==> src/rtl/imem_loader_pkg.sv <==
// imem_loader_pkg
// Shared definitions for the instruction-memory boot loader: loader FSM
// state encoding, word/byte geometry and a small state-decode helper.
// Build option: IMEM_LOADER_CHECKSUM_EN adds the CSUM state (trailing
// XOR checksum word after the instruction payload).
package imem_loader_pkg;

    localparam int BYTES_PER_WORD = 4;
    localparam int BYTE_W         = 8;
    localparam int WORD_W         = 32;

    typedef enum logic [2:0] {
        ST_IDLE  = 3'd0,
        ST_LEN   = 3'd1,
        ST_LOAD  = 3'd2,
`ifdef IMEM_LOADER_CHECKSUM_EN
        ST_CSUM  = 3'd3,
`endif
        ST_DONE  = 3'd4,
        ST_ERROR = 3'd5
    } state_t;

    // Where the FSM goes once the instruction payload (possibly empty) is
    // complete: the checksum word still has to arrive when that is enabled.
`ifdef IMEM_LOADER_CHECKSUM_EN
    localparam state_t ST_AFTER_PAYLOAD = ST_CSUM;
`else
    localparam state_t ST_AFTER_PAYLOAD = ST_DONE;
`endif

    // States in which a session is in progress and stream bytes are taken.
    function automatic logic is_busy(input state_t s);
        logic b;
        b = (s == ST_LEN) || (s == ST_LOAD);
`ifdef IMEM_LOADER_CHECKSUM_EN
        b = b || (s == ST_CSUM);
`endif
        return b;
    endfunction

endpackage

==> src/rtl/imem_loader_byte_packer.sv <==
// byte_packer
// Collects stream bytes MSB-first into 32-bit words. A 2-bit counter tracks
// the byte position; the word is presented combinationally together with
// word_valid on the cycle its 4th byte is accepted.
// Ports:
//   clock, reset_n       : clock and asynchronous active-low reset
//   clear                : restart packing at byte 0 (session start)
//   byte_valid/byte_data : byte accepted this cycle
//   word_valid/word      : completed word (valid only when the 4th byte lands)
module byte_packer
    import imem_loader_pkg::*;
(
    input  logic              clock,
    input  logic              reset_n,
    input  logic              clear,
    input  logic              byte_valid,
    input  logic [BYTE_W-1:0] byte_data,
    output logic              word_valid,
    output logic [WORD_W-1:0] word
);

    logic [1:0]               cnt_q, cnt_d;
    logic [WORD_W-BYTE_W-1:0] shift_q, shift_d;

    always_comb begin
        cnt_d   = cnt_q;
        shift_d = shift_q;
        if (clear) begin
            cnt_d   = '0;
            shift_d = '0;
        end else if (byte_valid) begin
            // Counter wraps naturally from 3 back to 0 at the end of a word.
            cnt_d   = cnt_q + 2'd1;
            shift_d = {shift_q[WORD_W-2*BYTE_W-1:0], byte_data};
        end
    end

    assign word_valid = byte_valid && !clear && (cnt_q == 2'(BYTES_PER_WORD - 1));
    assign word       = {shift_q, byte_data};

    always_ff @(posedge clock or negedge reset_n) begin
        if (!reset_n) begin
            cnt_q   <= '0;
            shift_q <= '0;
        end else begin
            cnt_q   <= cnt_d;
            shift_q <= shift_d;
        end
    end

endmodule

==> src/rtl/imem_loader.sv <==
// imem_loader
// Boot-time program loader: receives a length word N followed by N big-endian
// instruction words over a valid/ready byte stream, writes them to consecutive
// instruction-memory word addresses from 0, then releases the core.
// Build option: IMEM_LOADER_CHECKSUM_EN appends a checksum word that must
// equal the XOR of all instruction words for the load to succeed.
// Ports:
//   clock, reset_n                  : clock, asynchronous active-low reset
//   start                           : begin a session (ignored while busy)
//   rx_data, rx_valid, rx_ready     : byte stream handshake
//   imem_we, imem_addr, imem_wdata  : registered instruction-memory write port
//   core_run                        : core released (only after a good load)
//   busy, done, error               : session status (done/error sticky)
//   words_loaded                    : instruction words written this session
module imem_loader
    import imem_loader_pkg::*;
#(
    parameter int ADDR_W = 8
) (
    input  logic              clock,
    input  logic              reset_n,
    input  logic              start,
    input  logic [7:0]        rx_data,
    input  logic              rx_valid,
    output logic              rx_ready,
    output logic              imem_we,
    output logic [ADDR_W-1:0] imem_addr,
    output logic [31:0]       imem_wdata,
    output logic              core_run,
    output logic              busy,
    output logic              done,
    output logic              error,
    output logic [ADDR_W:0]   words_loaded
);

    localparam logic [ADDR_W:0] CAPACITY = {1'b1, {ADDR_W{1'b0}}};

    state_t              state_q, state_d;
    logic [ADDR_W:0]     len_q, len_d;
    logic [ADDR_W:0]     words_loaded_q, words_loaded_d;
    logic [ADDR_W-1:0]   imem_addr_q, imem_addr_d;
    logic [WORD_W-1:0]   imem_wdata_q, imem_wdata_d;
    logic                imem_we_q, imem_we_d;
`ifdef IMEM_LOADER_CHECKSUM_EN
    logic [WORD_W-1:0]   csum_q, csum_d;
`endif

    logic                busy_c;
    logic                accept;
    logic                session_start;
    logic                word_valid;
    logic [WORD_W-1:0]   word;
    logic [WORD_W-1:0]   len_upper;

    assign busy_c        = is_busy(state_q);
    assign accept        = rx_valid && busy_c;
    assign session_start = start && !busy_c;
    // Any bit of N above the ADDR_W+1 compared bits makes the length invalid.
    assign len_upper     = word >> (ADDR_W + 1);

    byte_packer u_packer (
        .clock      (clock),
        .reset_n    (reset_n),
        .clear      (session_start),
        .byte_valid (accept),
        .byte_data  (rx_data),
        .word_valid (word_valid),
        .word       (word)
    );

    always_comb begin
        state_d        = state_q;
        len_d          = len_q;
        words_loaded_d = words_loaded_q;
        imem_addr_d    = imem_addr_q;
        imem_wdata_d   = imem_wdata_q;
        imem_we_d      = 1'b0;
`ifdef IMEM_LOADER_CHECKSUM_EN
        csum_d         = csum_q;
`endif
        case (state_q)
            ST_IDLE, ST_DONE, ST_ERROR: begin
                if (session_start) begin
                    state_d        = ST_LEN;
                    len_d          = '0;
                    words_loaded_d = '0;
                    imem_addr_d    = '0;
`ifdef IMEM_LOADER_CHECKSUM_EN
                    csum_d         = '0;
`endif
                end
            end
            ST_LEN: begin
                if (word_valid) begin
                    if ((|len_upper) || (word[ADDR_W:0] > CAPACITY)) begin
                        state_d = ST_ERROR;
                    end else if (word[ADDR_W:0] == '0) begin
                        state_d = ST_AFTER_PAYLOAD;
                    end else begin
                        state_d = ST_LOAD;
                        len_d   = word[ADDR_W:0];
                    end
                end
            end
            ST_LOAD: begin
                // The write address is the number of words already written,
                // so words_loaded doubles as the address counter.
                if (word_valid) begin
                    imem_we_d      = 1'b1;
                    imem_addr_d    = words_loaded_q[ADDR_W-1:0];
                    imem_wdata_d   = word;
                    words_loaded_d = words_loaded_q + 1'b1;
`ifdef IMEM_LOADER_CHECKSUM_EN
                    csum_d         = csum_q ^ word;
`endif
                    if (words_loaded_d == len_q) begin
                        state_d = ST_AFTER_PAYLOAD;
                    end
                end
            end
`ifdef IMEM_LOADER_CHECKSUM_EN
            ST_CSUM: begin
                if (word_valid) begin
                    state_d = (word == csum_q) ? ST_DONE : ST_ERROR;
                end
            end
`endif
            default: begin
                state_d = ST_IDLE;
            end
        endcase
    end

    always_ff @(posedge clock or negedge reset_n) begin
        if (!reset_n) begin
            state_q        <= ST_IDLE;
            len_q          <= '0;
            words_loaded_q <= '0;
            imem_addr_q    <= '0;
            imem_wdata_q   <= '0;
            imem_we_q      <= 1'b0;
`ifdef IMEM_LOADER_CHECKSUM_EN
            csum_q         <= '0;
`endif
        end else begin
            state_q        <= state_d;
            len_q          <= len_d;
            words_loaded_q <= words_loaded_d;
            imem_addr_q    <= imem_addr_d;
            imem_wdata_q   <= imem_wdata_d;
            imem_we_q      <= imem_we_d;
`ifdef IMEM_LOADER_CHECKSUM_EN
            csum_q         <= csum_d;
`endif
        end
    end

    assign rx_ready     = busy_c;
    assign busy         = busy_c;
    assign core_run     = (state_q == ST_DONE);
    assign done         = (state_q == ST_DONE);
    assign error        = (state_q == ST_ERROR);
    assign imem_we      = imem_we_q;
    assign imem_addr    = imem_addr_q;
    assign imem_wdata   = imem_wdata_q;
    assign words_loaded = words_loaded_q;

endmodule

==> config.mk <==
export PLATFORM = sky130hd
export DESIGN_NAME = imem_loader
export DESIGN_NICKNAME = d
export VERILOG_FILES = /design/src/rtl/imem_loader_pkg.sv /design/src/rtl/imem_loader_byte_packer.sv /design/src/rtl/imem_loader.sv
export SDC_FILE = /design/constraint.sdc
export NUM_CORES = 1
export LEC_CHECK = 0
export ABC_AREA = 1
export CORE_ASPECT_RATIO = 0.8
export CORE_MARGIN = 8
export CORE_UTILIZATION = 56
export DETAILED_ROUTE_END_ITERATION = 7
export HOLD_SLACK_MARGIN = 0.1
export PLACE_DENSITY = 0.84
export SLEW_MARGIN = 30
export SYNTH_ARGS = -nofsm -noshare
export SYNTH_HDL_FRONTEND = slang
export SYNTH_SLANG_ARGS = --single-unit
==> constraint.sdc <==
create_clock -name clock -period 4.5 [get_ports clock]
set_clock_uncertainty 0.15 [all_clocks]
set_input_delay 0.9 -clock clock [delete_from_list [all_inputs] [get_ports clock]]
set_output_delay 0.9 -clock clock [all_outputs]
set_load 0.05 [all_outputs]
==> impl_metrics.env <==
export IMPL_status="completed"
export IMPL_report_final_hold_viol_count=0
export IMPL_htreeDepth=3
export IMPL_numPortBuffers=66
export IMPL_busiest_layer="met2"
export IMPL_synth_mux_area_frac=0
export IMPL_p_per_area_nw_per_um2=545
export IMPL_cp_max_fo=6
export IMPL_antenna_found_initial=0
export IMPL_dp_cells=564
export IMPL_synth_common_cells="nand2_1 (100), dfrtp_1 (88), inv_1 (59)"
export IMPL_drive_gt1_frac=0.0669
export IMPL_grt_pass1_vias=3233
export IMPL_fp_row_count=27
export IMPL_clk_pin_slew_ps=90
export IMPL_routed_wl_um=9270
export IMPL_synth_xor_area_frac=0
export IMPL_yosys_warnings=0
export IMPL_synth_top_area_frac=0.578
export IMPL_clockPowerShare=0.198
export IMPL_rsz0062_at_grt="no"
export IMPL_pwr_share_seq=0.397
export IMPL_intPower_w=0.00145
export IMPL_ctsLongestPathBuffers=2
export IMPL_grt_overflow=0
export IMPL_pin_count=67
export IMPL_placed_area_um2=4490
export IMPL_grt_pass1_wl_um=15500
export IMPL_postRouteAntennaNets=0
export IMPL_grtUsageTotal=0.196
export IMPL_period_share=0.681
export IMPL_area_growth_pct=22.7
export IMPL_p_switching_w=0.00110
export IMPL_vias_per_cell=5.56
export IMPL_layoutNonFillerInstCount=580
export IMPL_cts_tree="done"
export IMPL_n_antenna_cell=0
export IMPL_hold_class="register to register"
export IMPL_global_route_usage_met2=0.321
export IMPL_nets=502
export IMPL_synth_flop_cell="dfrtp_1"
export IMPL_min_delay_start="imem_wdata[4]$_DFFE_PN0P_"
export IMPL_ir_drop_mv=0.271
export IMPL_setup_tns_ps=0
export IMPL_maxSlewViolCount=0
export IMPL_synth_cell_types=27
export IMPL_synthTopCellsByArea="dfrtp_1 (58%), nand2_1 (9.9%), inv_1 (5.8%)"
export IMPL_numClockSinks=88
export IMPL_start_kind="register"
export IMPL_synth_seq_cells=88
export IMPL_drt_initial_drc_count=293
export IMPL_fillerInstances=541
export IMPL_synth_fp_nets=439
export IMPL_drt_wirelength_per_cell_um=16.0
export IMPL_vias=3225
export IMPL_met1_usage=0.241
export IMPL_critPathKind="register to output pin"
export IMPL_cap_violations=0
export IMPL_cellLeakagePower_nw=2.11
export IMPL_r2r_start="state_q[1]$_DFFE_PN0P_"
export IMPL_first_pass_iters=5
export IMPL_cts_hold_buf=0
export IMPL_grt_max_degree=89
export IMPL_yosysSeqAreaShare=0.578
export IMPL_post_route_drc_count=0
export IMPL_hpwlAfterDp_um=6380
export IMPL_finalInstanceArea_um2=4670
export IMPL_yosys_area_share_simple=0.193
export IMPL_worst_ep_arrival_time_ps=2020
export IMPL_fmax_ghz=0.326
export IMPL_timing_hold_ws_ps=340
export IMPL_dieArea_um2=9720
export IMPL_clk_latency_ps=360
export IMPL_synth_edff_count=0
export IMPL_synth_area_leader_cell="dfrtp_1"
export IMPL_cts_made_buffers=9
export IMPL_tightest_slew_ps=762
export IMPL_worstPathRequired_ps=3450
export IMPL_synth_adder_area_share=0.00657
export IMPL_fin_crit_ps=3070
export IMPL_routabilityCongestion=0.871
export IMPL_cts_root_buf="clkbuf_8"
export IMPL_cts_resized_gates=0
export IMPL_post_synth_top_count_cell="nand2_1"
export IMPL_grtUsageMet3=0.0456
export IMPL_synth_top_family_by_area="simple AND/OR/NAND/NOR gates"
export IMPL_synth_compound_area_frac=0.137
export IMPL_maxSlewHeadroom=0.492
export IMPL_initial_utilization=0.567
export IMPL_endpoint_kind="output pin"
export IMPL_setup_violations=0
export IMPL_avgSynthCellArea_um2=8.96
export IMPL_core_um2=6720
export IMPL_syn_inst=425
export IMPL_r2r_setup_slack_ps=1640
export IMPL_setup_worst_path_start="state_q[1]$_DFFE_PN0P_"
export IMPL_cts_setup_buffers=0
export IMPL_async_reset_ff_frac=1.00
export IMPL_chipHeight_um=89.8
export IMPL_synthesis_area_um2=3810
export IMPL_swShare=0.432
export IMPL_p_comb_frac=0.406
export IMPL_die_w_um=108
-- cell type report --
| cell class | instances | area, µm² | share of cell area |
|---|---|---|---|
| Clock buffer | 10 | 138 | 0.0294 |
| Clock inverter | 6 | 43.8 | 0.00937 |
| Inverter | 62 | 235 | 0.0503 |
| Multi-Input combinational cell | 261 | 1280 | 0.275 |
| Sequential cell | 88 | 2200 | 0.471 |
| Tap cell | 87 | 109 | 0.0233 |
| Timing Repair Buffer | 66 | 662 | 0.142 |
-- per-stage QoR --
stage                      util  total power [W]  worst slack (ps)
after detailed placement  0.668          0.00203              1260
after floorplan               -          0.00176              1470
final                     0.695          0.00255              1430
after CTS                 0.695          0.00255              1410
after global placement    0.667          0.00199              1380
after global routing      0.695          0.00271              1340
-- cell usage in the layout, fill, tap and decap left out --
cell type | Yosys | routed
a21oi_1 | 1 | 1
a21oi_2 | 1 | 1
buf_6 | 3 | 1
clkbuf_8 | 0 | 10
clkdlybuf4s50_1 | 0 | 65
clkinv_1 | 1 | 1
clkinv_2 | 0 | 2
clkinv_4 | 0 | 2
clkinvlp_4 | 0 | 1
dfrtp_1 | 88 | 88
ha_1 | 2 | 2
inv_1 | 59 | 59
inv_2 | 2 | 1
inv_4 | 0 | 1
inv_6 | 0 | 1
nand2_1 | 100 | 100
nand2_2 | 5 | 5
nand2_4 | 1 | 1
nand3_1 | 23 | 23
nand3_4 | 1 | 1
nand3b_1 | 2 | 2
nand4_1 | 9 | 9
nor2_1 | 14 | 14
nor2_2 | 1 | 1
nor2_4 | 3 | 3
nor3_1 | 2 | 2
o21ai_0 | 32 | 32
o21ai_1 | 31 | 31
o22ai_1 | 31 | 31
or2_2 | 2 | 2
-- state kept, by name (all words and copies together) (netlist names) --
| signal | cells |
|---|---|
| imem_wdata | 32 |
| u_packer.shift_q | 24 |
| len_q | 9 |
| words_loaded | 9 |
| imem_addr | 8 |
| state_q | 3 |
| u_packer.cnt_q | 2 |
| imem_we | 1 |
-- cells by family (layout without fill, tap and decap cells) --
family | Yosys count | after routing
buffers and inverters | 76 | 144
and+or+nand+nor | 163 | 163
adders and majority gates | 2 | 2
AOI/OAI and AO/OA | 96 | 96
DFF | 88 | 88
-- worst max-delay path, cell delays in order (launching register included) --
cell,delay [ps]
dfrtp_1,480
inv_1,110
nand3_1,140
nand2_2,130
clkdlybuf4s50_1,810
-- power groups by stage --
stage	registers (W)	clock network (W)	logic, W
CTS	0.00101	0.000517	0.00103
floorplan	0.00102	0	0.000738
global placement	0.00101	0	0.000975
global route	0.00102	0.000542	0.00114
finish	0.00101	0.000504	0.00103
detailed placement	0.00102	0	0.00101
-- metal layers --
metal | up-vias | share of wire
met3 | 17 | 0.074
met4 | 0 | 0.020
li1 | 1524 | -
met1 | 1551 | 0.42
met5 | - | 0
met2 | 133 | 0.49
-- final timing paths --
| path | endpoint | cells past startpoint |
|---|---|---|
| max | busy | 4 |
| min | imem_wdata[4]$_DFFE_PN0P_ | 2 |
| max reg2reg | u_packer.shift_q[15]$_DFFE_PN0P_ | 8 |
| min reg2reg | imem_wdata[4]$_DFFE_PN0P_ | 2 |
| max in group asynchronous | state_q[0]$_DFFE_PN0P_ | 1 |
| min in group asynchronous | imem_wdata[17]$_DFFE_PN0P_ | 1 |
Note: power is estimated with default switching activity, not from simulation.
